### src/rtl/alu_sequencer_pkg.sv
// rtl/alu_sequencer_pkg.sv - shared ALU op, ISA opcode and sequencer state encodings
//
// Purpose: single source of the alu_op encodings, the ISA opcode field values
// and the multi-cycle sequencer state codes, shared by the ALU datapath and
// the sequencer.
// Ports: none (package).

package alu_sequencer_pkg;

  typedef enum logic [3:0] {
    ALU_NONE = 4'b0000,
    ALU_ADD  = 4'b0001,
    ALU_SUB  = 4'b0010,
    ALU_LAND = 4'b0011,
    ALU_LOR  = 4'b0100,
    ALU_SLT  = 4'b0101,
    ALU_AND  = 4'b0110,
    ALU_OR   = 4'b0111,
    ALU_NOR  = 4'b1000,
    ALU_XOR  = 4'b1001,
    ALU_SLL  = 4'b1010,
    ALU_SRL  = 4'b1011,
    ALU_SRA  = 4'b1100
  } alu_op_e;

  typedef enum logic [3:0] {
    OPC_RTYPE = 4'd0,
    OPC_ADDI  = 4'd1,
    OPC_LW    = 4'd2,
    OPC_SW    = 4'd3,
    OPC_BEQ   = 4'd4,
    OPC_BNE   = 4'd5,
    OPC_J     = 4'd6,
    OPC_HALT  = 4'd7
  } opcode_e;

  typedef enum logic [1:0] {
    PC_SRC_ALU  = 2'b00,
    PC_SRC_BR   = 2'b01,
    PC_SRC_JUMP = 2'b10
  } pc_src_e;

  localparam logic [3:0] S_IDLE    = 4'd0;
  localparam logic [3:0] S_FETCH   = 4'd1;
  localparam logic [3:0] S_DECODE  = 4'd2;
  localparam logic [3:0] S_EXEC_R  = 4'd3;
  localparam logic [3:0] S_EXEC_I  = 4'd4;
  localparam logic [3:0] S_WB      = 4'd5;
  localparam logic [3:0] S_MEMADDR = 4'd6;
  localparam logic [3:0] S_MEMACC  = 4'd7;
  localparam logic [3:0] S_WBMEM   = 4'd8;
  localparam logic [3:0] S_BRANCH  = 4'd9;
  localparam logic [3:0] S_JUMP    = 4'd10;
  localparam logic [3:0] S_HALT    = 4'd11;
  localparam logic [3:0] S_TRAP    = 4'd12;

  // R-type funct codes the ALU implements; anything else is an illegal instruction.
  function automatic logic funct_valid(input logic [3:0] f);
    return (f >= ALU_ADD) && (f <= ALU_SRA);
  endfunction

endpackage

### src/rtl/retire_counter.sv
// rtl/retire_counter.sv - wrapping retired-instruction counter with async clear
//
// Purpose: counts completed instructions, wrapping from all-ones to zero.
// Ports:
//   CLK    - clock, counts on rising edge
//   clear  - asynchronous active-high clear to zero
//   enable - count this cycle
//   count  - current count, W bits

module retire_counter #(
  parameter int W = 16
) (
  input  logic         CLK,
  input  logic         clear,
  input  logic         enable,
  output logic [W-1:0] count
);

  always_ff @(posedge CLK or posedge clear) begin
    if (clear) begin
      count <= '0;
    end else if (enable) begin
      count <= count + {{(W-1){1'b0}}, 1'b1};
    end
  end

endmodule

### src/rtl/alu_sequencer.sv
// rtl/alu_sequencer.sv - multi-cycle control sequencer for the ALUSystem datapath
//
// Purpose: fetch/decode/execute control FSM driving ALU, PC, IR, memory and
// register-file strobes, with sticky halt/trap status and a retired counter.
// Ports:
//   CLK, reset            - clock, async active-high reset
//   start                 - leaves IDLE (ignored elsewhere)
//   opcode, funct         - IR[15:12] and IR[3:0]
//   isZero, ovfl          - ALU zero and signed-overflow flags
//   mem_ready             - memory completes the current access
//   alu_op, alu_src       - ALU operation and B-operand select
//   ir_write, pc_write    - IR and PC load enables
//   pc_src                - PC source: ALU result, branch target, jump target
//   mem_read, mem_write   - memory strobes
//   reg_write, mem_to_reg - register write enable and write-data select
//   trap, halted          - sticky terminal status
//   retired               - completed-instruction count

module alu_sequencer
  import alu_sequencer_pkg::*;
#(
  parameter int RETIRE_W = 16
) (
  input  logic                CLK,
  input  logic                reset,
  input  logic                start,
  input  logic [3:0]          opcode,
  input  logic [3:0]          funct,
  input  logic                isZero,
  input  logic                ovfl,
  input  logic                mem_ready,
  output logic [3:0]          alu_op,
  output logic                alu_src,
  output logic                ir_write,
  output logic                pc_write,
  output logic [1:0]          pc_src,
  output logic                mem_read,
  output logic                mem_write,
  output logic                reg_write,
  output logic                mem_to_reg,
  output logic                trap,
  output logic                halted,
  output logic [RETIRE_W-1:0] retired
);

  logic [3:0] state;
  logic [3:0] next_state;

  // Instruction context captured along the way so later states do not depend
  // on the IR field inputs staying valid.
  logic [3:0] wb_op;
  logic       wb_src;
  logic       wb_ovchk;
  logic       is_store;
  logic       branch_ne;

  logic wb_trap;
  logic branch_taken;
  logic retire_en;

  assign wb_trap      = wb_ovchk && ovfl;
  assign branch_taken = branch_ne ? !isZero : isZero;

  always_ff @(posedge CLK or posedge reset) begin
    if (reset) begin
      state     <= S_IDLE;
      wb_op     <= '0;
      wb_src    <= 1'b0;
      wb_ovchk  <= 1'b0;
      is_store  <= 1'b0;
      branch_ne <= 1'b0;
    end else begin
      state <= next_state;
      if (state == S_DECODE) begin
        is_store  <= (opcode == OPC_SW);
        branch_ne <= (opcode == OPC_BNE);
      end
      if (state == S_EXEC_R) begin
        wb_op    <= funct;
        wb_src   <= 1'b0;
        wb_ovchk <= (funct == ALU_ADD) || (funct == ALU_SUB);
      end
      if (state == S_EXEC_I) begin
        wb_op    <= ALU_ADD;
        wb_src   <= 1'b1;
        wb_ovchk <= 1'b1;
      end
    end
  end

  always_comb begin
    next_state = state;
    case (state)
      S_IDLE:    if (start) next_state = S_FETCH;
      S_FETCH:   if (mem_ready) next_state = S_DECODE;
      S_DECODE: begin
        case (opcode)
          OPC_RTYPE:      next_state = S_EXEC_R;
          OPC_ADDI:       next_state = S_EXEC_I;
          OPC_LW, OPC_SW: next_state = S_MEMADDR;
          OPC_BEQ, OPC_BNE: next_state = S_BRANCH;
          OPC_J:          next_state = S_JUMP;
          OPC_HALT:       next_state = S_HALT;
          default:        next_state = S_TRAP;
        endcase
      end
      S_EXEC_R:  next_state = funct_valid(funct) ? S_WB : S_TRAP;
      S_EXEC_I:  next_state = S_WB;
      S_WB:      next_state = wb_trap ? S_TRAP : S_FETCH;
      S_MEMADDR: next_state = S_MEMACC;
      S_MEMACC:  if (mem_ready) next_state = is_store ? S_FETCH : S_WBMEM;
      S_WBMEM:   next_state = S_FETCH;
      S_BRANCH:  next_state = S_FETCH;
      S_JUMP:    next_state = S_FETCH;
      S_HALT:    next_state = S_HALT;
      S_TRAP:    next_state = S_TRAP;
      // Unused encodings can only come from corruption; park as a trap.
      default:   next_state = S_TRAP;
    endcase
  end

  always_comb begin
    alu_op     = ALU_NONE;
    alu_src    = 1'b0;
    ir_write   = 1'b0;
    pc_write   = 1'b0;
    pc_src     = PC_SRC_ALU;
    mem_read   = 1'b0;
    mem_write  = 1'b0;
    reg_write  = 1'b0;
    mem_to_reg = 1'b0;
    trap       = 1'b0;
    halted     = 1'b0;
    retire_en  = 1'b0;
    case (state)
      S_FETCH: begin
        mem_read = 1'b1;
        alu_op   = ALU_ADD;
        ir_write = mem_ready;
        pc_write = mem_ready;
      end
      S_DECODE: begin
        alu_op  = ALU_ADD;
        alu_src = 1'b1;
      end
      S_EXEC_R: alu_op = funct;
      S_EXEC_I: begin
        alu_op  = ALU_ADD;
        alu_src = 1'b1;
      end
      S_WB: begin
        alu_op    = wb_op;
        alu_src   = wb_src;
        reg_write = !wb_trap;
        retire_en = !wb_trap;
      end
      S_MEMADDR: begin
        alu_op  = ALU_ADD;
        alu_src = 1'b1;
      end
      S_MEMACC: begin
        mem_read  = !is_store;
        mem_write = is_store;
        retire_en = is_store && mem_ready;
      end
      S_WBMEM: begin
        reg_write  = 1'b1;
        mem_to_reg = 1'b1;
        retire_en  = 1'b1;
      end
      S_BRANCH: begin
        alu_op    = ALU_SUB;
        pc_write  = branch_taken;
        pc_src    = branch_taken ? PC_SRC_BR : PC_SRC_ALU;
        retire_en = 1'b1;
      end
      S_JUMP: begin
        pc_write  = 1'b1;
        pc_src    = PC_SRC_JUMP;
        retire_en = 1'b1;
      end
      S_HALT: halted = 1'b1;
      S_TRAP: trap = 1'b1;
      default: ;
    endcase
  end

  retire_counter #(
    .W(RETIRE_W)
  ) u_retire_counter (
    .CLK    (CLK),
    .clear  (reset),
    .enable (retire_en),
    .count  (retired)
  );

endmodule

### config.mk
export PLATFORM = sky130hd
export DESIGN_NAME = alu_sequencer
export DESIGN_NICKNAME = d
export VERILOG_FILES = /design/src/rtl/alu_sequencer_pkg.sv /design/src/rtl/retire_counter.sv /design/src/rtl/alu_sequencer.sv
export SDC_FILE = /design/constraint.sdc
export NUM_CORES = 1
export LEC_CHECK = 0
export ABC_AREA = 1
export CAP_MARGIN = 20
export CORE_MARGIN = 2
export CORE_UTILIZATION = 44
export DETAILED_ROUTE_END_ITERATION = 10
export PLACE_DENSITY = 0.73
export REMOVE_ABC_BUFFERS = 1
export SYNTH_ARGS = -nofsm -noshare
export SYNTH_HDL_FRONTEND = slang
export SYNTH_HIERARCHICAL = 1
export SYNTH_SLANG_ARGS = --single-unit
### constraint.sdc
create_clock -name CLK -period 1.6 [get_ports CLK]
set_input_delay 0.16 -clock CLK [delete_from_list [all_inputs] [get_ports CLK]]
set_output_delay 0.16 -clock CLK [all_outputs]
set_load 0.02 [all_outputs]
==> impl_metrics.toml, run 1 <==
[synth]
synthFlopType = "dfrtp_1"
synth_edf_count = 0
syn_avg_cell_area_um2 = 7.11
async_reset_ff_frac = 1.00
synth_top_area_frac = 0.412
syn_area_mm2 = 0.00170
synth.distinct_cells = 24
yosysTopAreaCell = "dfrtp_1"
synth_seq_cells = 28
seq_area_frac_synth = 0.412
syn_inst = 239
synth_area_leaders = "dfrtp_1 41%, nand2_1 16%, inv_1 8.6%"
ys_warn_count = 6

[run_status]
status = "complete, but fails checks"
violations = "negative setup slack"

[cells_and_area]
drive_gt1_frac = 0.352
fin_nets = 355
fillers = 293
final_cell_mix = "64 x nand2_1, 45 x buf_4, 35 x inv_1"
finalNonFillerCells = 386
syn2layout_area_growth_pct = 67.8
final_common_cell = "nand2_1"
antenna_cells = 0

[cts]
h-tree-depth = 1
ctsRootBufferMaster = "clkbuf_8"
clock-sinks = 28
cts.clk_slew.worst_paths_ns = 0.10
clock_latency_ns = 0.27
cts_made_buffers = 3
cts_tree = "done"
clockBufferDepth = 2

[route]
drt-vias-per-instance = 4.96
vias = 1914
drt-initial-drc-count = 107
drc = 0
dr.pass1.iters = 4
wl_per_cell_um = 12.8
routed_wl_mm = 4.94
ant_nets = 0

[critical_path]
crit_fanout = 4
crit_path_end_kind = "output port"
crit_slowest_cell = "dfrtp_2"
max_stage_delay_ns = 0.47
crit_family = "buffers and inverters"
critPathKind = "flop to output port"
path_buf_inv = 3
crit_path_cell_trace = "buf_4 > nor2_2 > nand2_2 > nor2_2 > buf_4 > clkdlybuf4s15_2"
worstSetupStartpointType = "flop"
crit_arrival_ns = 1.62
crit_required_ns = 1.44

[grt]
grt_pass1_wl_mm = 7.67
grt_max_degree = 17
grt_usage = 0.223
gr-total-overflow = 0
antenna_found_initial = 0
grt_pass1_vias = 1743

[job]
cap_violations = 0

[timing]
period_needed_ns = 1.78
fmax_ghz = 0.562
hold_viol_final = 0
finalWorstSetupSlack_ns = -0.180
setup_viol = 21
drv_slew = 0
rsz0062_at_grt = "true"
relSlewSlack = 0.647
min_period_over_period = 1.11
tightest_slew_ns = 0.529
clock_skew_ns = 0.00288

[pwr]
peakVddDrop_mv = 0.282
powerDensity_mw_per_mm2 = 412
leakagePower_nw = 1.45
total_power_w = 0.00118

[die]
core_area_mm2 = 0.00369
rows = 22
die_w_um = 66.2
ios = 45
start_util = 0.461
dieArea_mm2 = 0.00438
chipHeight_um = 66.2

[hold_path]
hold_path.class = "primary input to async pin"

[placed_design]
placed_cells = 365
dpl.hpwl_mm = 3.27
gp_congestion = 0.899
io_buffers = 44
==> cell type report <==
class | instances | area (um^2) | area share
clock buffer | 3 | 41.3 | 0.0145
inverter | 41 | 156 | 0.0548
multi-input combinational | 170 | 1030 | 0.361
sequential | 28 | 703 | 0.246
tap | 48 | 60.1 | 0.0210
timing repair buffer | 96 | 863 | 0.302
==> cells by family after synthesis <==
kind of cell               Yosys count  synth area share
xor gates and xnor gates            11            0.0567
muxes                                1           0.00662
buffers and inverters               41            0.0905
and+or+nand+nor                    134             0.350
DFF                                 28             0.412
adders and majority gates            1           0.00736
AOI/OAI and AO/OA                   23            0.0765
==> per-stage QoR <==
| step | TNS (ns) | hold WS [ns] | worst slack, ns | area (um^2) | util |
|---|---|---|---|---|---|
| after floorplan | -1.05 | 0.0247 | -0.152 | 1700 | - |
| after global placement | -3.77 | 0.481 | -0.308 | 2460 | 0.666 |
| after detailed placement | -3.98 | 0.486 | -0.308 | 2460 | 0.666 |
| after CTS | -1.05 | 0.219 | -0.168 | 2690 | 0.730 |
| after global routing | -4.39 | 0.243 | -0.281 | 2850 | 0.774 |
| final | -2.11 | 0.214 | -0.180 | 2850 | 0.774 |
==> synth_stat cells, types with 3 or more instances <==
cell and instances:
o21ai_0 13, nor2_4 4, nand2_2 4, nor2_1 26, dfrtp_1 28, xnor2_1 4
nand3_1 15, xor2_1 7, inv_1 39, a21oi_1 5, nand2_1 73, o211ai_1 3
nand4_1 4
==> worst paths after layout <==
check                      slack (ns)                                     end  cells past startpoint                                   from
min reg2reg                      0.51   u_retire_counter/count[4]$_DFFE_PP0P_                      1  u_retire_counter/count[4]$_DFFE_PP0P_
min                              0.21  u_retire_counter/count[14]$_DFFE_PP0P_                      3                                  reset
max in group asynchronous        0.97                    state[2]$_DFFE_PP0P_                      2                                  reset
max reg2reg                     -0.16  u_retire_counter/count[13]$_DFFE_PP0P_                     13                   state[3]$_DFFE_PP0P_
max                             -0.18                                ir_write                      6                   state[2]$_DFFE_PP0P_
min in group CLK                 0.49                   branch_ne$_DFFE_PP0P_                      2                              opcode[3]
==> power by group <==
| part | switching, W | total, W | internal, W |
|---|---|---|---|
| combinational | 0.0000416 | 0.0000859 | 0.0000443 |
| sequential | 0 | 0.000707 | 0.000707 |
| clock | 0.000215 | 0.000384 | 0.000169 |
==> flip-flops by register name, summed over array words and instances (netlist names) <==
register	cells
state	4
u_retire_counter/count	16
wb_op	4
branch_ne	1
is_store	1
wb_src	1
wb_ovchk	1
==> worst reg2reg max path, cell delays in order (launching register included) <==
cell and delay [ns]:
dfrtp_1 0.42, inv_2 0.10, nand2_4 0.08, nor2_4 0.13
nand3_2 0.07, o211ai_1 0.09, buf_4 0.18, nand2_4 0.05
nor2_4 0.14, nand3_4 0.10, nor2_4 0.13, nand2_1 0.07
nand2_1 0.06, nand2_1 0.04
==> layer usage <==
| layer | wire length [um] | global-route usage | up-vias | part of all wire |
|---|---|---|---|---|
| met2 | 2570 | 0.416 | 71 | 0.52 |
| li1 | - | - | 940 | - |
| met5 | 0 | 0 | - | 0 |
| met3 | 228 | 0.0204 | 11 | 0.046 |
| met4 | 85 | 0.0306 | 0 | 0.017 |
| met1 | 2060 | 0.281 | 892 | 0.42 |
==> repair_timing <==
action,in CTS,in global routing
pin swaps,13,12
resized for setup,111,37
setup endpoints to repair,29,31
hold buffers,0,0
setup buffers,13,8
Power figures use the tool's default switching activity.
==> inputs of run 2 (changes only) <==
- RECOVER_POWER: default -> 100
==> run 2 against run 1 <==
  * The run still ends with negative setup slack left
  * Final area fell by 0.22%
  * Power decreased by 0.21%
  * Routed wire length hardly changed
  * Flip-flop and latch count stayed put
  * Core utilization shrank 0.17 points
  * Critical path type unchanged
==> impl_metrics.toml, run 2 (synthesis results as in run 1) <==
[critical_path]
crit_slowest_cell = "dfrtp_2"
worstSetupStartpointType = "flop"
crit_arrival_ns = 1.62
crit_required_ns = 1.44
critPathKind = "flop to output port"
crit_path_end_kind = "output port"
max_stage_delay_ns = 0.47
crit_path_cell_trace = "buf_4 > nor2_2 > nand2_2 > nor2_2 > buf_4 > clkdlybuf4s15_2"
crit_fanout = 4

[route]
wl_per_cell_um = 12.8
dr.pass1.iters = 4
routed_wl_mm = 4.94
drt-vias-per-instance = 4.96
ant_nets = 0
drc = 0
drt-initial-drc-count = 92
vias = 1916

[timing]
period_needed_ns = 1.78
fmax_ghz = 0.560
clock_skew_ns = 0.00255
drv_slew = 0
setup_viol = 21
relSlewSlack = 0.419
min_period_over_period = 1.12
tightest_slew_ns = 0.871
hold_viol_final = 0
finalWorstSetupSlack_ns = -0.184
rsz0062_at_grt = "true"

[cells_and_area]
finalNonFillerCells = 386
final_common_cell = "nand2_1"
fin_nets = 355
largest_reg_flops = 16
final_cell_mix = "64 x nand2_1, 44 x buf_4, 35 x inv_1"
reg_top3 = "u_retire_counter/count x16, state x4, wb_op x4"
drive_gt1_frac = 0.346
syn2layout_area_growth_pct = 67.5
regMostFlops = "u_retire_counter/count"
fillers = 294
antenna_cells = 0

[placed_design]
placed_cells = 365
gp_congestion = 0.899
io_buffers = 44
dpl.hpwl_mm = 3.27

[cts]
clock-sinks = 28
clock_latency_ns = 0.27
ctsRootBufferMaster = "clkbuf_8"
h-tree-depth = 1
cts_made_buffers = 3
clockBufferDepth = 2
cts_tree = "done"
cts.clk_slew.worst_paths_ns = 0.09

[grt]
grt_max_degree = 17
gr-total-overflow = 0
antenna_found_initial = 0
grt_pass1_wl_mm = 7.67
grt_pass1_vias = 1743
grt_usage = 0.223

[run_status]
status = "complete, but fails checks"
violations = "negative setup slack"

[die]
ios = 45
rows = 22
chipHeight_um = 66.2
die_w_um = 66.2
core_area_mm2 = 0.00369
dieArea_mm2 = 0.00438
start_util = 0.461

[pwr]
leakagePower_nw = 1.44
peakVddDrop_mv = 0.282
powerDensity_mw_per_mm2 = 412
total_power_w = 0.00117

[job]
cap_violations = 0

[hold_path]
hold_path.class = "primary input to async pin"
-- run 2: changes by cell type in the layout (fill, tap and decap cells not counted), sizes merged --
cell / previous run / this run
buf: 64 / 63
clkbuf: 4 / 5
clkdlybuf4s50: 29 / 28
dlygate4sd3: 0 / 1
-- run 2: area by class of cell --
type	instances	area (um^2)	area share
timing repair buffer	96	860	0.302
sequential	28	703	0.247
tap	48	60.1	0.0211
multi-input combinational	170	1030	0.361
clock buffer	3	41.3	0.0145
inverter	41	156	0.0549
-- run 2: layer usage --
metal,global-route usage,vias up,part of all wire
met4,0.0306,0,0.014
met2,0.416,66,0.53
met3,0.0204,9,0.041
met1,0.281,899,0.42
li1,-,942,-
met5,0,-,0
-- run 2: critical path: cells and delay by family (launching register included) --
family / cells / cell delay, ns
buffers and inverters: 3 / 0.51
DFF: 1 / 0.47
and+or+nand+nor: 3 / 0.37
-- run 2: metrics by stage --
step | hold slack [ns] | worst slack, ns | TNS, ns | area (um^2) | utilization
5_1_grt | 0.415 | -0.281 | -4.43 | 2850 | 0.772
2_1_floorplan | 0.0247 | -0.152 | -1.05 | 1700 | -
3_3_place_gp | 0.481 | -0.308 | -3.77 | 2460 | 0.666
6_report | 0.377 | -0.184 | -2.16 | 2850 | 0.772
3_5_place_dp | 0.486 | -0.308 | -3.98 | 2460 | 0.666
4_1_cts | 0.219 | -0.168 | -1.05 | 2690 | 0.730
-- run 2: path summary, 6_finish.rpt --
path                                                        from                                endpoint  slack, ns  depth (start not counted)
setup / recovery                            state[2]$_DFFE_PP0P_                                ir_write      -0.18                          6
max in group asynchronous                                  reset   u_retire_counter/count[6]$_DFFE_PP0P_       0.48                          3
hold reg to reg            u_retire_counter/count[4]$_DFFE_PP0P_   u_retire_counter/count[4]$_DFFE_PP0P_       0.51                          1
setup reg to reg                            state[3]$_DFFE_PP0P_  u_retire_counter/count[13]$_DFFE_PP0P_      -0.16                         13
min in group CLK                                       opcode[3]                   branch_ne$_DFFE_PP0P_       0.49                          2
hold / removal                                             reset                      wb_src$_DFFE_PP0P_       0.38                          2
-- run 2: power breakdown --
part           internal, W  leakage, nW  switching, W
registers         0.000707        0.316             0
logic            0.0000427         1.10     0.0000415
clock network     0.000169       0.0216      0.000214
-- run 2: timing repair --
action                                  CTS  global route
resized for setup                       111            37
hold buffers                              0             0
buffers inserted                         13             8
endpoints found under the setup margin   29            31
pin swaps                                13            12
==> patch 1 (settings of run 2) <==
The parameter `RETIRE_W` goes from 16 to 32.
--- a/src/rtl/alu_sequencer.sv
+++ b/src/rtl/alu_sequencer.sv
@@ -19,7 +19,7 @@
 module alu_sequencer
   import alu_sequencer_pkg::*;
 #(
-  parameter int RETIRE_W = 16
+  parameter int RETIRE_W = 32
 ) (
   input  logic                CLK,
   input  logic                reset,
Interface: changed (resized retired); port bits go from 45 to 61. No check against the original RTL was run, so the function may have changed too.
==> patch 1 against run 2 <==
- area after synthesis grew 54%
- first-iteration DRC count increased by 78%
- design area is 40% higher
- routed wire length rose by 43%
- worst hold slack got worse by 9.2 ps
- register-to-register slack worse by 80 ps
- sequential cell count increased by 16
- worst setup slack worse by 56 ps
- total power rose by 78%
- largest cell class unchanged
- the flow still finishes with violations (negative setup slack)
- largest power group unchanged
==> patch 1: results (changes against run 2) <==
| Metric | Value |
|---|---|
| Slew HR | `0.470 (+0.0508)` |
| ClkCell Share | `0.0289 (+0.0144)` |
| Failing checks | `negative setup slack` |
| Synth top area share | `0.420 (+0.00758)` |
| Comb group | `91.5 uW (+8.7%)` |
| Synth-to-layout area growth | `51.7%` |
| Cell-internal power | `1.62 mW (+77%)` |
| Number of port buffers | `60 (+36%)` |
| Status | `finished, violations left` |
| Post-CTS setup buffers | `6 (-7)` |
| Top flop regs | `u_retire_counter/count: 32 flops, state: 4 flops, wb_op: 4 flops` |
| Sw frac | `0.223 (+0.00500)` |
| DR WL met3 | `308 um (+52%)` |
| DR WL met2 | `3620 um (+39%)` |
| Synthesized area | `0.00262 mm2 (+54%)` |
| Num sequential | `44 (+57%)` |
| Cells resized by post-CTS repair | `99 (-11%)` |
| Setup TNS Final | `-6560 ps (-4400 ps)` |
| RePlAce Congestion | `0.907 (+0.91%)` |
| Global-route wire length before repair | `11,000 um (+44%)` |
| Final setup violation count | `37 (+76%)` |
| Vias/cell | `4.99 (+0.48%)` |
| Post-Place Cells | `531 (+45%)` |
| Clock latency on the worst-skew pair | `310 ps (+40 ps)` |
| Fraction of area in multi-input gates | `0.374 (+0.0134)` |
| Clk_skew | `15.1 ps (+12.6 ps)` |
| Total Routed Length | `7060 um (+43%)` |
| Leak pwr | `2.07 nW (+44%)` |
| Nonclk inv count | `53 (+29%)` |
| Commonest cells post-synth | `nand2_1, inv_1, dfrtp_1` |
| Signal buf overhead | `0.244 (-0.0576)` |
| Final nets | `492 (+39%)` |
| Worst setup margin | `-240 ps (-55.9 ps)` |
| Htree depth | `2 (+1)` |
| Tot GR Track Use | `0.216 (-0.00660)` |
-- patch 1: path summary, 6_finish.rpt --
kind,from,endpoint,slack [ps]
setup / recovery,state[1],u_retire_counter/count[26],-240
hold / removal,reset,wb_op[1],370
setup reg to reg,state[1],u_retire_counter/count[26],-240
hold reg to reg,branch_ne,branch_ne,510
max in group asynchronous,reset,u_retire_counter/count[5],470
min in group CLK,opcode[3],branch_ne,460
-- patch 1: worst max-delay path, stage by stage, from the launching register on --
cell and delay [ps]:
dfrtp_2 450, nor2_2 190, nand3_2 110, o211ai_1 100, buf_4 160, nand2_4 60, nor2_4 120, nand3_2 150
nor2_4 180, nand3_1 90, nand2_1 80, nand2_1 50
-- patch 1: cells by family after synthesis --
family / after synthesis / share of synthesized area
AO/OA/AOI/OAI: 22 / 0.0477
AND/OR/NAND/NOR: 212 / 0.374
XOR/XNOR: 22 / 0.0734
adder cells (fa/ha/maj): 1 / 0.00477
buffers and inverters: 53 / 0.0758
flip-flops: 44 / 0.420
multiplexers: 1 / 0.00429
